[src/rtl/ball_if.sv]
// Ball engine bus: game-side controls in, ball position and score events out.
// Latency: none (wires only).
// Backpressure: none; the engine samples its inputs on every clock.
interface ball_if #(
  parameter int X_W   = 10,
  parameter int Y_W   = 10,
  parameter int SPD_W = 3
);
  logic [1:0]       state;
  logic             serve;
  logic             pause;
  logic             hitL;
  logic             hitR;
  logic [X_W-1:0]   ballX;
  logic [Y_W-1:0]   ballY;
  logic             dirX;
  logic             dirY;
  logic [SPD_W-1:0] speed;
  logic [1:0]       ballStatus;
  logic             score1;
  logic             score2;

  // Game FSM side: drives controls, observes the ball
  modport master (
    output state, serve, pause, hitL, hitR,
    input  ballX, ballY, dirX, dirY, speed, ballStatus, score1, score2
  );

  // Ball engine side
  modport slave (
    input  state, serve, pause, hitL, hitR,
    output ballX, ballY, dirX, dirY, speed, ballStatus, score1, score2
  );
endinterface

[src/rtl/ball_engine.sv]
// Pong ball motion: serve, tick-paced stepping, wall bounce, paddle speed-up, scoring.
// Latency: all outputs registered, one cycle from the sampled inputs.
// Backpressure: none; pause freezes motion and the tick counter while in PLAY.
module ball_engine #(
  parameter int X_W          = 10,
  parameter int Y_W          = 10,
  parameter int SCREEN_W     = 640,
  parameter int SCREEN_H     = 480,
  parameter int BALL_SIZE    = 8,
  parameter int TICK_DIV     = 524288,
  parameter int MAX_SPEED    = 4,
  parameter int SPEEDUP_HITS = 4
) (
  input  logic  clk,
  input  logic  rst,
  ball_if.slave bus
);

  localparam int SPD_W = $clog2(MAX_SPEED + 1);
  localparam int CNT_W = $clog2(TICK_DIV);
  localparam int HIT_W = $clog2(SPEEDUP_HITS + 1);

  localparam logic [X_W-1:0]   OX       = X_W'((SCREEN_W - BALL_SIZE) / 2);
  localparam logic [Y_W-1:0]   OY       = Y_W'((SCREEN_H - BALL_SIZE) / 2);
  localparam logic [X_W:0]     XMAX     = (X_W + 1)'(SCREEN_W - BALL_SIZE);
  localparam logic [Y_W:0]     YMAX     = (Y_W + 1)'(SCREEN_H - BALL_SIZE);
  localparam logic [CNT_W-1:0] CNT_LAST = CNT_W'(TICK_DIV - 1);
  localparam logic [HIT_W-1:0] HIT_LAST = HIT_W'(SPEEDUP_HITS - 1);
  localparam logic [SPD_W-1:0] SPD_MAX  = SPD_W'(MAX_SPEED);
  localparam logic [SPD_W-1:0] SPD_ONE  = SPD_W'(1);

  typedef enum logic [1:0] {
    ST_START = 2'b00,
    ST_SERVE = 2'b01,
    ST_PLAY  = 2'b10,
    ST_DONE  = 2'b11
  } game_e;

  localparam logic [1:0] BS_PLAYING = 2'b00;
  localparam logic [1:0] BS_P1WIN   = 2'b01;
  localparam logic [1:0] BS_P2WIN   = 2'b10;

  logic [X_W-1:0]   x_q, x_d;
  logic [Y_W-1:0]   y_q, y_d;
  logic             dirx_q, dirx_d;
  logic             diry_q, diry_d;
  logic [SPD_W-1:0] spd_q, spd_d;
  logic [1:0]       status_q, status_d;
  logic             score1_q, score1_d;
  logic             score2_q, score2_d;
  logic [CNT_W-1:0] cnt_q, cnt_d;
  logic [HIT_W-1:0] hits_q, hits_d;
  logic             hit_prev_q, hit_prev_d;

  logic             hit_now;
  logic             hit_rise;
  logic [X_W-1:0]   spd_x;
  logic [Y_W-1:0]   spd_y;
  logic [X_W:0]     x_sum;
  logic [Y_W:0]     y_sum;

  // Step arithmetic carries one extra bit so the far-wall test never wraps
  assign hit_now  = bus.hitL | bus.hitR;
  assign hit_rise = hit_now & ~hit_prev_q;
  assign spd_x    = X_W'(spd_q);
  assign spd_y    = Y_W'(spd_q);
  assign x_sum    = {1'b0, x_q} + {1'b0, spd_x};
  assign y_sum    = {1'b0, y_q} + {1'b0, spd_y};

  // Next-state: serve setup, paddle handling, tick-paced motion with bounce and scoring
  always_comb begin
    x_d        = x_q;
    y_d        = y_q;
    dirx_d     = dirx_q;
    diry_d     = diry_q;
    spd_d      = spd_q;
    status_d   = status_q;
    cnt_d      = cnt_q;
    hits_d     = hits_q;
    hit_prev_d = hit_prev_q;
    score1_d   = 1'b0;
    score2_d   = 1'b0;

    case (game_e'(bus.state))
      ST_SERVE: begin
        x_d        = OX;
        y_d        = OY;
        spd_d      = SPD_ONE;
        status_d   = BS_PLAYING;
        cnt_d      = '0;
        hits_d     = '0;
        hit_prev_d = 1'b0;
        dirx_d     = bus.serve;
        // Free-running toggle: the cycle PLAY starts on picks the vertical direction
        diry_d     = ~diry_q;
      end

      ST_PLAY: begin
        // Edge register follows the paddles even while paused or after a point
        hit_prev_d = hit_now;
        if (status_q == BS_PLAYING && !bus.pause) begin
          if (hit_rise) begin
            if (bus.hitL && bus.hitR) dirx_d = ~dirx_q;
            else if (bus.hitR)        dirx_d = 1'b1;
            else                      dirx_d = 1'b0;
            if (hits_q == HIT_LAST) begin
              hits_d = '0;
              if (spd_q != SPD_MAX) spd_d = spd_q + SPD_ONE;
            end else begin
              hits_d = hits_q + HIT_W'(1);
            end
          end

          if (cnt_q == CNT_LAST) begin
            cnt_d = '0;
            // Motion uses the pre-update direction; wall hits override paddle dirY
            if (diry_q) begin
              if (y_q < spd_y) begin
                y_d    = '0;
                diry_d = 1'b0;
              end else begin
                y_d = y_q - spd_y;
              end
            end else begin
              if (y_sum > YMAX) begin
                y_d    = YMAX[Y_W-1:0];
                diry_d = 1'b1;
              end else begin
                y_d = y_sum[Y_W-1:0];
              end
            end

            if (dirx_q) begin
              if (x_q < spd_x) begin
                x_d      = '0;
                status_d = BS_P2WIN;
                score2_d = 1'b1;
              end else begin
                x_d = x_q - spd_x;
              end
            end else begin
              if (x_sum > XMAX) begin
                x_d      = XMAX[X_W-1:0];
                status_d = BS_P1WIN;
                score1_d = 1'b1;
              end else begin
                x_d = x_sum[X_W-1:0];
              end
            end
          end else begin
            cnt_d = cnt_q + CNT_W'(1);
          end
        end
      end

      default: begin
        // START and DONE hold the ball parked at centre
        x_d        = OX;
        y_d        = OY;
        dirx_d     = 1'b0;
        diry_d     = 1'b0;
        spd_d      = SPD_ONE;
        status_d   = BS_PLAYING;
        cnt_d      = '0;
        hits_d     = '0;
        hit_prev_d = 1'b0;
      end
    endcase
  end

  // State registers with synchronous reset
  always_ff @(posedge clk) begin
    if (rst) begin
      x_q        <= OX;
      y_q        <= OY;
      dirx_q     <= 1'b0;
      diry_q     <= 1'b0;
      spd_q      <= SPD_ONE;
      status_q   <= BS_PLAYING;
      score1_q   <= 1'b0;
      score2_q   <= 1'b0;
      cnt_q      <= '0;
      hits_q     <= '0;
      hit_prev_q <= 1'b0;
    end else begin
      x_q        <= x_d;
      y_q        <= y_d;
      dirx_q     <= dirx_d;
      diry_q     <= diry_d;
      spd_q      <= spd_d;
      status_q   <= status_d;
      score1_q   <= score1_d;
      score2_q   <= score2_d;
      cnt_q      <= cnt_d;
      hits_q     <= hits_d;
      hit_prev_q <= hit_prev_d;
    end
  end

  assign bus.ballX      = x_q;
  assign bus.ballY      = y_q;
  assign bus.dirX       = dirx_q;
  assign bus.dirY       = diry_q;
  assign bus.speed      = spd_q;
  assign bus.ballStatus = status_q;
  assign bus.score1     = score1_q;
  assign bus.score2     = score2_q;

endmodule
[src/flat_wrapper.sv]
// flat-port wrapper written by rule: the top's interface ports become plain ports
module ball_engine_flat 
#(
  parameter int X_W          = 10,
  parameter int Y_W          = 10,
  parameter int SCREEN_W     = 640,
  parameter int SCREEN_H     = 480,
  parameter int BALL_SIZE    = 8,
  parameter int TICK_DIV     = 524288,
  parameter int MAX_SPEED    = 4,
  parameter int SPEEDUP_HITS = 4
)
  (clk, rst, bus_state, bus_serve, bus_pause, bus_hitL, bus_hitR, bus_ballX, bus_ballY, bus_dirX, bus_dirY, bus_speed, bus_ballStatus, bus_score1, bus_score2);
  ball_if #(.X_W(X_W), .Y_W(Y_W)) bus_i ();
  input  logic clk;
  input  logic rst;
  input wire logic [$bits(bus_i.state)-1:0] bus_state;
  input wire logic [$bits(bus_i.serve)-1:0] bus_serve;
  input wire logic [$bits(bus_i.pause)-1:0] bus_pause;
  input wire logic [$bits(bus_i.hitL)-1:0] bus_hitL;
  input wire logic [$bits(bus_i.hitR)-1:0] bus_hitR;
  output wire logic [$bits(bus_i.ballX)-1:0] bus_ballX;
  output wire logic [$bits(bus_i.ballY)-1:0] bus_ballY;
  output wire logic [$bits(bus_i.dirX)-1:0] bus_dirX;
  output wire logic [$bits(bus_i.dirY)-1:0] bus_dirY;
  output wire logic [$bits(bus_i.speed)-1:0] bus_speed;
  output wire logic [$bits(bus_i.ballStatus)-1:0] bus_ballStatus;
  output wire logic [$bits(bus_i.score1)-1:0] bus_score1;
  output wire logic [$bits(bus_i.score2)-1:0] bus_score2;
  assign bus_i.state = bus_state;
  assign bus_i.serve = bus_serve;
  assign bus_i.pause = bus_pause;
  assign bus_i.hitL = bus_hitL;
  assign bus_i.hitR = bus_hitR;
  assign bus_ballX = bus_i.ballX;
  assign bus_ballY = bus_i.ballY;
  assign bus_dirX = bus_i.dirX;
  assign bus_dirY = bus_i.dirY;
  assign bus_speed = bus_i.speed;
  assign bus_ballStatus = bus_i.ballStatus;
  assign bus_score1 = bus_i.score1;
  assign bus_score2 = bus_i.score2;
  ball_engine #(.X_W(X_W), .Y_W(Y_W), .SCREEN_W(SCREEN_W), .SCREEN_H(SCREEN_H), .BALL_SIZE(BALL_SIZE), .TICK_DIV(TICK_DIV), .MAX_SPEED(MAX_SPEED), .SPEEDUP_HITS(SPEEDUP_HITS)) u_core (.clk(clk), .rst(rst), .bus(bus_i));
endmodule
[config.mk]
export PLATFORM = sky130hd
export DESIGN_NAME = ball_engine_flat
export DESIGN_NICKNAME = d
export VERILOG_FILES = /design/src/rtl/ball_if.sv /design/src/rtl/ball_engine.sv /design/src/flat_wrapper.sv
export SDC_FILE = /design/constraint.sdc
export NUM_CORES = 1
export LEC_CHECK = 0
export ABC_AREA = 1
export BUFFER_PORTS_ARGS = -buffer_cell sky130_fd_sc_hd__buf_2
export CAP_MARGIN = 0
export CORE_MARGIN = 2
export CORE_UTILIZATION = 60
export DETAILED_ROUTE_END_ITERATION = 12
export PLACE_DENSITY = 0.81
export SYNTH_ARGS = -nofsm -noshare
export SYNTH_HDL_FRONTEND = slang
export SYNTH_SLANG_ARGS = --single-unit
[constraint.sdc]
create_clock -name clk -period 2.8 [get_ports clk]
set_clock_uncertainty 0.1 [all_clocks]
set_input_delay 0.28 -clock clk [delete_from_list [all_inputs] [get_ports clk]]
set_output_delay 0.28 -clock clk [all_outputs]
set_load 0.03 [all_outputs]
==> results of run 1 <==
[worst paths after layout]
path                                           from                  end  slack (ns)  cells past startpoint
worst max-delay path            u_core.bus.speed[0]  u_core.bus.ballY[8]        0.20                     11
worst min-delay path                            rst      u_core.bus.dirX        0.09                      2
worst max register to register  u_core.bus.speed[0]  u_core.bus.ballY[8]        0.20                     11
worst min register to register      u_core.cnt_q[1]      u_core.cnt_q[1]        0.39                      2
[placed cells by master (no fill, tap or decap), types with 2 or more instances in the layout]
master / count
xnor2_1: 2
buf_2: 36
nor3_4: 2
nand2_2: 10
o211ai_1: 3
buf_4: 5
a31oi_1: 5
inv_2: 12
nand3_2: 4
nand4_1: 14
clkinv_1: 2
fa_1: 4
xor2_1: 17
o21ai_0: 17
a22oi_1: 4
nor2_1: 64
nor3_1: 12
nor3b_1: 2
a21oi_2: 4
nand2_1: 110
dfxtp_1: 52
a21oi_1: 31
and3_1: 2
or2_2: 2
nor2_2: 10
ha_1: 18
nand3_1: 34
nor2_4: 3
clkbuf_8: 5
inv_1: 55
o22ai_1: 3
a211oi_1: 4
[metal layers]
layer	GRT usage	vias to the layer above	routed length [µm]
li1	-	1795	-
met4	0.108	0	217
met1	0.359	1648	4010
met3	0.0385	23	463
met2	0.482	125	4450
met5	0	-	0
[cell type report]
cell class | instances | area [µm²] | area share
tap | 75 | 93.8 | 0.0236
timing repair buffer | 41 | 218 | 0.0547
clock inverter | 2 | 16.3 | 0.00409
multi-input combinational | 394 | 2270 | 0.572
inverter | 70 | 264 | 0.0663
sequential | 52 | 1040 | 0.262
clock buffer | 6 | 72.6 | 0.0182
[cell families (layout without fill, tap and decap cells)]
group / after synthesis / in the layout / synth area share
and+or+nand+nor: 277 / 277 / 0.371
buffers and inverters: 80 / 119 / 0.0890
AOI/OAI and AO/OA: 76 / 76 / 0.125
DFF: 52 / 52 / 0.286
adders and majority gates: 22 / 22 / 0.0839
xor gates and xnor gates: 19 / 19 / 0.0457
[power groups by stage]
stage	Clock [mW]	Combinational, mW	Sequential (mW)
after floorplan	0	0.0457	0.765
after global placement	0	0.0701	0.763
after detailed placement	0	0.0715	0.763
after CTS	0.444	0.0719	0.746
after global routing	0.473	0.0802	0.746
final	0.439	0.0726	0.746
[flip-flops by register name, indices dropped and copies added (netlist names)]
signal,flops
u_core.cnt_q,19
u_core.bus.ballX,10
u_core.bus.ballY,10
u_core.bus.speed,3
u_core.hits_q,3
u_core.bus.ballStatus,2
u_core.bus.dirX,1
u_core.bus.dirY,1
u_core.bus.score1,1
u_core.bus.score2,1
u_core.hit_prev_q,1
[stage by stage]
step	cells	power, mW	setup slack (ns)	hold slack (ns)	util
2_1_floorplan	526	0.810	0.337	0.258	-
3_5_place_dp	632	0.834	0.290	0.376	0.661
4_1_cts	640	1.26	0.254	0.0830	0.676
6_report	640	1.26	0.202	0.0914	0.676
3_3_place_gp	632	0.833	0.338	0.360	0.661
5_1_grt	640	1.30	0.0618	0.0925	0.676
[critical path, stage by stage, from the launching register on]
cell and delay, ns:
dfxtp_1 0.52, ha_1 0.20, inv_1 0.06, fa_1 0.38
nand2_1 0.13, nand4_1 0.20, nor3_1 0.32, nor2_2 0.15
inv_2 0.12, o22ai_1 0.10, nor2_1 0.11, a21oi_1 0.09
==> summary.txt, run 1 <==
Setup path
  • WP data arrival: 2.70 ns
  • CP max FO: 8
  • CP Capture Type: register
  • Critical Path Source Type: register
  • Crit path kind: register to register
  • Critical Path RT: 2.90 ns

Global routing
  • Largest net degree at the start of global routing: 22
  • Gr ovfl total: 0
  • Antenna violations before repair: 0
  • Vias in the first global route: 3,245
  • Gr usage total: 0.282
  • First-pass GRT wire length: 14,700 µm

Die
  • Die area: 6710 µm²
  • # rows: 28
  • Initial Util: 0.618
  • Core area: 5890 µm²
  • Height of the die: 81.9 µm
  • Num ports: 37
  • Die X: 81.9 µm

CTS
  • CTS resizes: 0
  • CTS Root Cell: clkbuf_8
  • Clock latency on the worst-skew pair: 0.31 ns
  • CTS max path bufs: 2
  • TritonCTS clock tree: yes
  • Clock tree sinks: 52
  • Postcts setup bufs: 0
  • CTS Buf Count: 5
  • Clock-pin slew on the worst setup and hold paths: 0.10 ns
  • Cts hold-fix bufs: 0
  • CTS H-Tree Depth: 2

Yosys
  • Post-synth ARST share: 0
  • Library cells used by synthesis: 47
  • Post-Syn Area: 3640 µm²
  • Syn_area_per_cell: 6.92 µm²
  • Top cells by area, synth: dfxtp_1, nand2_1, nor2_1
  • Syn nets: 556
  • Top-area cell type share of the netlist area: 0.286
  • Prevailing post-synth register cell: dfxtp_1
  • Post-synthesis register bit count: 52
  • Synth warnings: 0
  • Largest area contributor in the netlist: dfxtp_1
  • Top-count cell post-synth: nand2_1
  • Mapped Cells: 526
  • Synth top cells by count: nand2_1, nor2_1, inv_1
  • Number of synthesized flops with an enable pin: 0
  • Post-synthesis sequential area ratio: 0.286

Layout
  • Final Cell Area: 3980 µm²
  • Area added between synthesis and finish: 9.35%
  • Layout cells sized above 1: 0.184
  • ANT cells: 0
  • Nets@finish: 594
  • Fillers: 550

Route
  • WL/cell: 14.3 µm
  • Via count: 3,591
  • Vias/cell: 5.61
  • Post-route ant nets: 0
  • DRC: 0
  • Drt total wl: 9140 µm
  • DRT iter0 DRCs: 188
  • TritonRoute pass-1 iters: 5

Placed design
  • I/O Buffers: 36
  • Placement Cell Area: 3890 µm²
  • GPL Wtd Cong: 0.936
  • Detail Placement HPWL: 6880 µm

Timing
  • Max Freq: 385 MHz
  • Max-slew violations: 0
  • RSZ-0062 raised after global routing: no
  • Worst slew margin: 0.463
  • Minimum clock period: 2.60 ns
  • Setup Viol. Count Final: 0
  • Final hold violations: 0
  • Crit share post-route: 0.928
  • Worst-margin pin slew: 0.804 ns
  • Setup TNS: 0 ns

Run status
  • Status: finished, final reports clean

Power
  • Psw: 0.315 mW
  • Clock power share: 0.349
  • Cell Pwr Density: 316 nW/µm²
  • Comb power frac: 0.058
  • Internal power: 0.943 mW
  • Sw frac: 0.251
  • VDD IR-drop max: 0.265 mV
  • P_leak: 1.80 nW
  • Reg power frac: 0.593

Job
  • Max cap viols: 0

Hold path
  • Hold Path Class: input port to register
Note: power is estimated with default switching activity, not from simulation.
==> inputs of run 2 (changes only) <==
--- a/config.mk
+++ b/config.mk
@@ -8,10 +8,9 @@
 export ABC_AREA = 1
 export BUFFER_PORTS_ARGS = -buffer_cell sky130_fd_sc_hd__buf_2
 export CAP_MARGIN = 0
-export CORE_MARGIN = 2
-export CORE_UTILIZATION = 60
+export CORE_UTILIZATION = 55
 export DETAILED_ROUTE_END_ITERATION = 12
-export PLACE_DENSITY = 0.81
+export PLACE_DENSITY = 0.75
 export SYNTH_ARGS = -nofsm -noshare
 export SYNTH_HDL_FRONTEND = slang
 export SYNTH_SLANG_ARGS = --single-unit
==> run 2 against run 1 <==
Effect of this change: core utilization decreased by 4.7 points; worst hold slack lost 0.016 ns; critical path type unchanged; final cell count is 0.31% higher; maximum frequency increased by 1.1%; combinational power increased by 0.6%; total power up 9.6%; sequential cell count did not move.
==> summary.txt, run 2 (synthesis results as in run 1) <==
Run status
  • Status: finished, final reports clean (unchanged)

Global routing
  • Gr usage total: 0.267 (was 0.282)
  • Antenna violations before repair: 0 (unchanged)
  • Largest net degree at the start of global routing: 18 (was 22)
  • Gr ovfl total: 0 (unchanged)
  • First-pass GRT wire length: 15,100 µm (was 14,700 µm)
  • Vias in the first global route: 3,264 (was 3,245)

Timing
  • RSZ-0062 raised after global routing: no (unchanged)
  • Worst-margin pin slew: 0.397 ns (was 0.804 ns)
  • Max-slew violations: 0 (unchanged)
  • Worst slew margin: 0.735 (was 0.463)
  • Setup TNS: 0 ns (unchanged)
  • Hold slack final: 0.0750 ns (was 0.0914 ns)
  • Max Freq: 389 MHz (was 385 MHz)
  • Setup Viol. Count Final: 0 (unchanged)
  • Final hold violations: 0 (unchanged)
  • Crit share post-route: 0.918 (was 0.928)
  • Minimum clock period: 2.57 ns (was 2.60 ns)
  • Final worst setup slack: 0.230 ns (was 0.202 ns)

Setup path
  • Crit path kind: register to register (unchanged)
  • CP max FO: 7 (was 8)
  • WP data arrival: 2.66 ns (was 2.70 ns)
  • CP Capture Type: register (unchanged)
  • CP delay by family, top: simple AND/OR/NAND/NOR gates (unchanged)
  • Critical Path Source Type: register (unchanged)
  • Critical Path RT: 2.89 ns (was 2.90 ns)
  • Critical path's slowest cell: dfxtp_1 (unchanged)
  • WP buf/inv: 2 (unchanged)
  • Worst stage delay on the critical path: 0.48 ns (was 0.52 ns)
  • Crit path cell chain: inv_1, fa_1, nand2_1, nand4_1, nor3_1, nor2_2, inv_2, o22ai_1, nor2_1, a21oi_1 (was ha_1, inv_1, fa_1, nand2_1, nand4_1, nor3_1, nor2_2, inv_2, o22ai_1, nor2_1, a21oi_1)

CTS
  • CTS resizes: 0 (unchanged)
  • Clock-pin slew on the worst setup and hold paths: 0.10 ns (about the same)
  • Clock latency on the worst-skew pair: 0.31 ns (about the same)
  • TritonCTS clock tree: yes (unchanged)
  • CTS Root Cell: clkbuf_8 (unchanged)
  • Clock tree sinks: 52 (unchanged)
  • Cts hold-fix bufs: 0 (unchanged)
  • Postcts setup bufs: 0 (unchanged)
  • CTS Buf Count: 5 (unchanged)
  • CTS H-Tree Depth: 2 (unchanged)
  • CTS max path bufs: 2 (unchanged)

Die
  • Initial Util: 0.570 (was 0.618)
  • Die area: 6950 µm² (was 6710 µm²)
  • Core area: 6390 µm² (was 5890 µm²)
  • Num ports: 37 (unchanged)
  • # rows: 29 (was 28)
  • Height of the die: 83.4 µm (was 81.9 µm)
  • Die X: 83.4 µm (was 81.9 µm)

Placed design
  • Detail Placement HPWL: 6950 µm (was 6880 µm)
  • Pre-CTS setup slack: 0.217 ns (was 0.290 ns)
  • I/O Buffers: 36 (unchanged)
  • GPL Wtd Cong: 0.957 (was 0.936)
  • Placed cell count: 634 (was 632)

Power
  • Pwr Total: 1.38 mW (was 1.26 mW)
  • P_leak: 1.82 nW (was 1.80 nW)
  • Cell Pwr Density: 343 nW/µm² (was 316 nW/µm²)
  • VDD IR-drop max: 0.231 mV (was 0.265 mV)

Route
  • Drt total wl: 8990 µm (was 9140 µm)
  • WL/cell: 14.0 µm (was 14.3 µm)
  • Via count: 3,558 (was 3,591)
  • TritonRoute pass-1 iters: 5 (unchanged)
  • DRC: 0 (unchanged)
  • Vias/cell: 5.54 (was 5.61)
  • DRT iter0 DRCs: 299 (was 188)
  • Post-route ant nets: 0 (unchanged)

Layout
  • Area added between synthesis and finish: 10.3% (was 9.35%)
  • Most flop-heavy register: u_core.cnt_q (unchanged)
  • Post-route insts no fill: 642 (was 640)
  • Max reg flops: 19 (unchanged)
  • Nets@finish: 594 (unchanged)
  • Most frequent cells in the layout: nand2_1, nor2_1, inv_1 (unchanged)
  • Commonest non-fill, non-tap cell in the layout: nand2_1 (unchanged)
  • Layout cells sized above 1: 0.188 (was 0.184)
  • ANT cells: 0 (unchanged)

Hold path
  • Hold Path Class: input port to register (unchanged)

Job
  • Max cap viols: 0 (unchanged)
-- run 2: cell types whose count changed in the layout (fill, tap and decap cells not counted), sizes merged --
cell | before | now
bufinv | 0 | 1
clkinvlp | 1 | 0
-- run 2: report_power, final --
group / switching (mW) / internal (mW)
combinational: 0.0509 / 0.0221
clock: 0.266 / 0.293
sequential: 0.00401 / 0.742
total: 0.321 / 1.06
-- run 2: cell type report --
cell class,count,area [µm²]
fillers,608,2370
repair buffers,41,218
flip-flops and latches,52,1040
multi-input cells,394,2270
well taps,77,96.3
clock buffers,6,82.6
inverters,70,264
clock inverters,2,38.8
-- run 2: path summary, 6_finish.rpt --
path                  startpoint             endpoint  slack [ns]  cells after the start
max          u_core.bus.speed[1]  u_core.bus.ballY[8]        0.23                     10
min reg2reg      u_core.cnt_q[1]      u_core.cnt_q[1]        0.39                      2
min                          rst      u_core.bus.dirX        0.08                      2
max reg2reg  u_core.bus.speed[1]  u_core.bus.ballY[8]        0.23                     10
-- run 2: through the flow --
step	util	cell area, µm²
2_1_floorplan	-	3640
3_3_place_gp	0.610	3890
3_5_place_dp	0.610	3890
4_1_cts	0.629	4020
5_1_grt	0.629	4020
6_report	0.629	4020
-- run 2: routing by layer --
metal  vias up  global-route usage  part of all wire
li1       1795                   -                 -
met1      1617               0.362              0.46
met2       128               0.432              0.46
met3        18              0.0457             0.068
met4         0              0.0862             0.017
met5         -                   0                 0
